### config.mk
export PLATFORM = sky130hd
export DESIGN_NAME = ifetch_queue
export DESIGN_NICKNAME = d
export VERILOG_FILES = /design/src/rtl/ifetch_queue.sv
export SDC_FILE = /design/constraint.sdc
export NUM_CORES = 1
export LEC_CHECK = 0
export CAP_MARGIN = 20
export CORE_MARGIN = 10
export CORE_UTILIZATION = 50
export DETAILED_ROUTE_END_ITERATION = 8
export PLACE_DENSITY = 0.75
export SYNTH_ARGS = -nofsm -noshare
export SYNTH_HDL_FRONTEND = slang
export SYNTH_SLANG_ARGS = --single-unit
### constraint.sdc
create_clock -name clk -period 3.1 [get_ports clk]
set_clock_uncertainty 0.1 [all_clocks]
set_input_delay 0.465 -clock clk [delete_from_list [all_inputs] [get_ports clk]]
set_output_delay 0.465 -clock clk [all_outputs]
set_load 0.02 [all_outputs]
### src/rtl/ifetch_queue.sv
// rtl/ifetch_queue.sv - decoupled instruction-fetch queue between imem and IF/ID
//
// Issues sequential fetch requests under a credit limit. Returned instructions
// are buffered with their PC+4 in an in-order circular queue and handed to
// decode over a valid/ready handshake. A branch redirect flushes the queue,
// marks in-flight responses for discard and restarts fetching at the target.
//
// Optional feature macro: IFETCH_BYPASS_EN
//   When defined, a live response arriving while the queue is empty is shown
//   on the out_* port in the same cycle. If decode takes it, it never enters
//   the queue.
//
// Ports:
//   clk, reset                      clock, synchronous active-high reset
//   redirect_valid, redirect_pc     branch redirect from EX (flush + restart)
//   imem_req_valid/addr/ready       fetch request channel
//   imem_resp_valid/instr           in-order fetch responses, never refused
//   out_valid/instr/pc_plus4/ready  instruction stream to IF/ID

module ifetch_queue #(
  parameter int unsigned DEPTH    = 4,
  parameter logic [31:0] RESET_PC = 32'h0000_0000
) (
  input  logic        clk,
  input  logic        reset,
  input  logic        redirect_valid,
  input  logic [31:0] redirect_pc,
  output logic        imem_req_valid,
  output logic [31:0] imem_req_addr,
  input  logic        imem_req_ready,
  input  logic        imem_resp_valid,
  input  logic [31:0] imem_resp_instr,
  output logic        out_valid,
  output logic [31:0] out_instr,
  output logic [31:0] out_pc_plus4,
  input  logic        out_ready
);

  localparam int unsigned PW = (DEPTH > 1) ? $clog2(DEPTH) : 1;
  localparam int unsigned CW = $clog2(DEPTH + 1);
  localparam logic [CW:0] CREDIT_MAX = (CW + 1)'(DEPTH);

  logic [31:0]   fetch_pc;
  logic [31:0]   resp_pc;
  logic [CW-1:0] occ;
  logic [CW-1:0] inflight;
  logic [CW-1:0] discard;
  logic [PW-1:0] rd_ptr;
  logic [PW-1:0] wr_ptr;
  logic [31:0]   q_instr [DEPTH];
  logic [31:0]   q_pc4   [DEPTH];

  logic          q_empty;
  logic [CW:0]   credit_used;
  logic [31:0]   resp_pc4;
  logic          resp_live;
  logic          bypass_hit;
  logic          bypass_take;
  logic          req_fire;
  logic          push;
  logic          pop_q;

  assign q_empty     = (occ == '0);
  assign credit_used = {1'b0, occ} + {1'b0, inflight};
  assign resp_pc4    = resp_pc + 32'd4;

  // A response is live only if nothing older still needs discarding and no
  // redirect is killing it in this very cycle.
  assign resp_live = !reset && !redirect_valid && imem_resp_valid && (discard == '0);

`ifdef IFETCH_BYPASS_EN
  assign bypass_hit = resp_live && q_empty;
`else
  assign bypass_hit = 1'b0;
`endif

  // Buffered entries plus outstanding fetches may never exceed DEPTH, so every
  // response is guaranteed a free slot.
  assign imem_req_valid = !reset && !redirect_valid && (credit_used < CREDIT_MAX);
  assign imem_req_addr  = fetch_pc;
  assign req_fire       = imem_req_valid && imem_req_ready;

  assign out_valid    = !reset && !redirect_valid && (!q_empty || bypass_hit);
  assign out_instr    = bypass_hit ? imem_resp_instr :
                        (q_empty ? 32'h0 : q_instr[rd_ptr]);
  assign out_pc_plus4 = bypass_hit ? resp_pc4 :
                        (q_empty ? 32'h0 : q_pc4[rd_ptr]);

  assign bypass_take = bypass_hit && out_ready;
  assign push        = resp_live && !bypass_take;
  assign pop_q       = out_valid && out_ready && !q_empty;

  always_ff @(posedge clk) begin
    if (reset) begin
      fetch_pc <= RESET_PC;
      resp_pc  <= RESET_PC;
      occ      <= '0;
      inflight <= '0;
      discard  <= '0;
      rd_ptr   <= '0;
      wr_ptr   <= '0;
    end else if (redirect_valid) begin
      // Everything still outstanding belongs to the old path; a response
      // landing right now is already accounted for by dropping it here.
      fetch_pc <= redirect_pc;
      resp_pc  <= redirect_pc;
      occ      <= '0;
      rd_ptr   <= '0;
      wr_ptr   <= '0;
      inflight <= inflight - CW'(imem_resp_valid);
      discard  <= inflight - CW'(imem_resp_valid);
    end else begin
      if (req_fire) begin
        fetch_pc <= fetch_pc + 32'd4;
      end
      if (resp_live) begin
        resp_pc <= resp_pc4;
      end
      if (imem_resp_valid && (discard != '0)) begin
        discard <= discard - CW'(1);
      end
      inflight <= inflight + CW'(req_fire) - CW'(imem_resp_valid);
      occ      <= occ + CW'(push) - CW'(pop_q);
      if (push) begin
        wr_ptr <= wr_ptr + PW'(1);
      end
      if (pop_q) begin
        rd_ptr <= rd_ptr + PW'(1);
      end
    end
  end

  // Storage is not reset; the outputs are gated by occupancy instead.
  always_ff @(posedge clk) begin
    if (push) begin
      q_instr[wr_ptr] <= imem_resp_instr;
      q_pc4[wr_ptr]   <= resp_pc4;
    end
  end

endmodule

# == Word level (Yosys, flattened, before mapping) ==
# Memories as Yosys holds them, arrays and structs flattened. A register that Yosys moved wholly into a read port is not among the register bits.
# Index checks and enable logic that the tools add are counted.
# totals
mem_count,2
ramBits,256
output_inout_bits,98
reg_bits,77
in_bits,70
word_cells,55
# classes
n_reduce_logical,19
n_mux,15
order_cmp,1
n_addsub,11
# memory_table
name,depth,width,rd,rd_clocked_by_memory_dff,wr,line,source
q_instr,4,32,1,1,1,50,logic [31:0] q_instr [DEPTH];
q_pc4,4,32,1,1,1,51,logic [31:0] q_pc4 [DEPTH];
# op_table
operator,count
32-bit two-way mux,6
32-bit by 3-bit adder with 32-bit output (second input constant),2
1-bit logical AND,9
3-bit two-way mux,3
3-bit by 1-bit subtractor with 3-bit output,3
2-bit two-way mux,4
3-bit by 1-bit adder with 3-bit output,2
3-bit zero test,2
2-bit nonzero test,3
2-bit by 1-bit adder with 2-bit output (second input constant),2
3-bit by 3-bit adder with 4-bit output,1
4-bit by 3-bit less-than comparator with 1-bit output (second input constant),1
1-bit zero test,3
3-bit nonzero test,1
3-bit by 1-bit subtractor with 3-bit output (second input constant),1
1-bit two-way mux,2
2-bit OR reduction,1

# == Depth between registers and ports, before layout ==
# Gate-level depths: netlist of the first run.
# depth
depth_word,7
depth_mapped,13
mapped_depth_nobuf,12

# == Least setup slack after synthesis of the first run ==
# No wires, ideal clock.
# synth_path
path_type,register to register
start,register occ[2]
end,register inflight[2]
synth_period_minus_slack_ps,3281
path_buffers,1
t_required_ps,2872
stages_incl_launch_ff,14
path_slack_ps,-181
arrival_ps,3054
setup_ps,128
path_cell_list,dfxtp_1 -> ha_1 -> or4b_4 -> nor3_4 -> inv_2 -> clkbuf_1 -> ha_1 -> inv_1 -> ha_1 -> fa_1 -> xor2_1 -> o21ai_0 -> xnor2_1 -> nor2_1
# synth_via
elab_chain_len,7
# synth_rtl
element,line,source
"start, declared",45,logic [CW-1:0] occ;
"start signal, assigned",123,occ <= occ + CW'(push) - CW'(pop_q);
3-bit by 3-bit adder with 4-bit output,64,"assign credit_used = {1'b0, occ} + {1'b0, inflight};"
4-bit by 3-bit less-than comparator with 1-bit output,79,assign imem_req_valid = !reset && !redirect_valid && (credit_used < CREDIT_MAX);
1-bit logical AND,79,
1-bit logical AND,81,assign req_fire = imem_req_valid && imem_req_ready;
3-bit by 1-bit adder with 3-bit output,122,inflight <= inflight + CW'(req_fire) - CW'(imem_resp_valid);
3-bit by 1-bit subtractor with 3-bit output,122,
3-bit two-way mux,102,end else if (redirect_valid) begin
"end signal, assigned",110,inflight <= inflight - CW'(imem_resp_valid);
"end signal, assigned",122,
"end, declared",46,logic [CW-1:0] inflight;
# Every way passes these cells.
# A chain may end at the register's enable or synchronous reset.

# == Final worst setup path of the first run ==
# layout_path
start,register occ[1]
end,output out_instr[21]
# layout_via
elab_chain_len,2
# layout_rtl
element,line,source
3-bit zero test,63,assign q_empty = (occ == '0);
32-bit two-way mux,85,(q_empty ? 32'h0 : q_instr[rd_ptr]);
"end, declared",34,"output logic [31:0] out_instr,"
# Every way passes these cells.

==> metrics, run 1 <==
Vias 9416; Power Density 535 nW/um2; post-synth top area share 52.5%; Placer Congestion 0.856; Slew HR 60.0%; ANT nets after route 0; all-layer global routing usage 18.2%; Clock transition at path regs 0.06 ns; Mapped Avg Cell Area 14.3 um2; switching pwr 2.13 mW; first-pass GRT wire length 53.3 mm; post-synthesis sequential area ratio 63.3%; die width 191 um; largest net degree at the start of global routing 67; ant diodes 0; worst hold path class flop to flop; Final Setup Violations 0; met3 wire length 2.49 mm; Tcrit/Tclk final 97.3%; row count 62; Synth area leader edfxtp_1; top-count cell post-synth edfxtp_1; unrepaired setup endpoints after global routing false; Skew-Pair Late Insertion Delay 0.51 ns; max-cap viol count 0; CTS Root Cell clkbuf_16; top sig layer met4; clock buffer depth 3; DRC 0; initial antenna violation count 0; Yosys warnings 0; max incr delay on CP 0.54 ns; grt ovf 0; most common flop cell mapped by yosys edfxtp_1; CTS tree yes; status complete, no violations; Int Pwr 7.52 mW; Largest delay share family, worst path buffers and inverters; critical path class flop to output port; Cell Area, Synth 14700 um2; WL final 33.5 mm; worst slew pin tran 0.595 ns; worst-path fanout max 66; ranking of synthesized cells by area edfxtp_1 52%, dfxtp_1 11%, mux4_2 9.8%; CP arrival 2.45 ns; Worst setup EP type output port; CTS Buf Count 35; Reg power frac 52.5%; Leak Pwr 6.16 nW; Startpoint Class flop; core box area 28800 um2; clk sink count 335; fin cells 1616; Pins Over Slew Limit 0; DP HPWL 22.1 mm; multi-input logic area 5040 um2; post-layout util 62.7%; ys async rst share 0%; Synth Register Bits 335; CTS Hold Bufs 0; fmax 331 MHz; Area Growth Syn to Fin 23.2%; slowest CP cell clkdlybuf4s50_1; fin nets 1295; syn nets 1116; layout cells sized above 1 14.2%; Post-Syn Instances 1028; vias in the first global route 9454; drt first pass iters 5; WL per Instance 20.7 um; Netlist cell types 65; Iter 0 DRT Violations 617; Die Area 36600 um2; Die H 191 um; most instantiated cells after synthesis 256 x edfxtp_1, 79 x dfxtp_1, 73 x and2_1; Clock power frac 39.7%; combinational cell fraction of total power 7.8%; Initial Util 50.9%; fin crit period 3.02 ns; I/O pin count 168; worst vdd rail ir drop 0.269 mV; crit path cell chain buf_4 -> or3_2 -> buf_12 -> and2_1 -> clkdlybuf4s50_1; buffers added on ports 167; met2 WL 15.3 mm; number of flops mapped to enable cells by yosys 256; fillcell total 2136; sequential cell area 9280 um2; Fin Setup TNS 0 ns; final hold violation count 0; met1 wire length 15.1 mm; Buffers & Inverters on Critical Path 3; WP data required 2.53 ns; H-tree levels 2; switching part of the total power 22.1%; DP Cell Count 1552; Via density 5.83
==> final timing paths <==
path / start / endpoint / slack [ns] / cells past startpoint
setup reg to reg: inflight[1] / inflight[2] / 0.15 / 12
setup / recovery: occ[1] / out_instr[21] / 0.08 / 5
hold reg to reg: imem_req_addr[1] / imem_req_addr[1] / 0.35 / 2
hold / removal: imem_req_addr[1] / imem_req_addr[1] / 0.35 / 2
==> final cells by class <==
| type | instances | share of cell area [%] |
|---|---|---|
| clock buffers | 48 | 5.23 |
| clock inverters | 14 | 0.513 |
| inverters | 24 | 0.499 |
| multi-input cells | 602 | 27.9 |
| flip-flops and latches | 335 | 51.4 |
| well taps | 384 | 2.66 |
| repair buffers | 209 | 11.8 |
==> power by group through the flow <==
stage	logic, mW	clock network (mW)	registers [mW]
after floorplan	0.393	0	5.15
after CTS	0.754	3.92	5.06
final	0.751	3.83	5.06
after global routing	0.817	4.10	5.08
after detailed placement	0.748	0	5.16
after global placement	0.731	0	5.15
==> metal layers <==
metal	GRT usage, %	up-vias
met4	4.45	0
met2	28.2	340
met3	4.32	41
li1	-	4360
met1	25.6	4675
met5	0	-
==> metrics by stage <==
| stage | area [um2] | setup slack (ns) | total power, mW | hold WS, ns |
|---|---|---|---|---|
| 2_1_floorplan | 14700 | -0.0535 | 5.54 | 0.360 |
| 3_3_place_gp | 16900 | -0.134 | 5.88 | 0.347 |
| 3_5_place_dp | 16900 | -0.172 | 5.90 | 0.350 |
| 4_1_cts | 18000 | 0.0110 | 9.73 | 0.358 |
| 5_1_grt | 18000 | 0.00150 | 9.99 | 0.377 |
| 6_report | 18000 | 0.0826 | 9.65 | 0.354 |
==> repair_timing <==
item	in CTS	in global routing
setup endpoints to repair	65	30
buffers inserted	2	0
resized for setup	2	20
hold endpoints to repair	0	0
==> cells in the final DEF (no fill, tap or decap), drive strengths merged, types with 16 or more instances in the layout <==
master         Yosys  final
buf               21     43
and2              73     73
clkdlybuf4s50      0    148
xnor2             33     33
inv               24     25
clkbuf            46     48
mux4              64     64
xor2              19     19
dlymetal6s2s       0     18
nor4              22     22
nor2              33     33
a31oi             21     21
edfxtp           256    256
ha                16     16
or4               19     19
nand2             65     65
nor3              18     18
nand4             20     20
nand3             35     35
dfxtp             79     79
==> kinds of logic after synthesis <==
group	Yosys count	share of synthesized area, %
flip-flops	335	63.3
AND/OR/NAND/NOR	334	12.9
AO/OA/AOI/OAI	133	6.67
buffers and inverters	91	2.51
multiplexers	65	9.91
XOR/XNOR	52	3.11
adder cells (fa/ha/maj)	18	1.64
==> state kept, by name, indices dropped and copies added (netlist names), named ones only <==
register and cells:
occ 3, q_pc4 128, rd_ptr 2, wr_ptr 2, q_instr 128, imem_req_addr 32
resp_pc 32, discard 3, inflight 3
==> worst reg2reg max path, delay by kind of cell (launching register included) <==
| kind | cells | cell delay [ns] |
|---|---|---|
| buffers and inverters | 2 | 0.10 |
| XOR/XNOR | 2 | 0.27 |
| adder cells (fa/ha/maj) | 4 | 1.01 |
| AND/OR/NAND/NOR | 3 | 0.84 |
| flip-flops | 1 | 0.34 |
| AO/OA/AOI/OAI | 1 | 0.16 |
No activity file was read; power rests on OpenSTA's default activity.
==> run 2: changes to the inputs <==
Settings changed: SLEW_MARGIN set to 20.
==> results of run 2 <==
The final DEF is identical to that of run 1; final timing and power are the same.
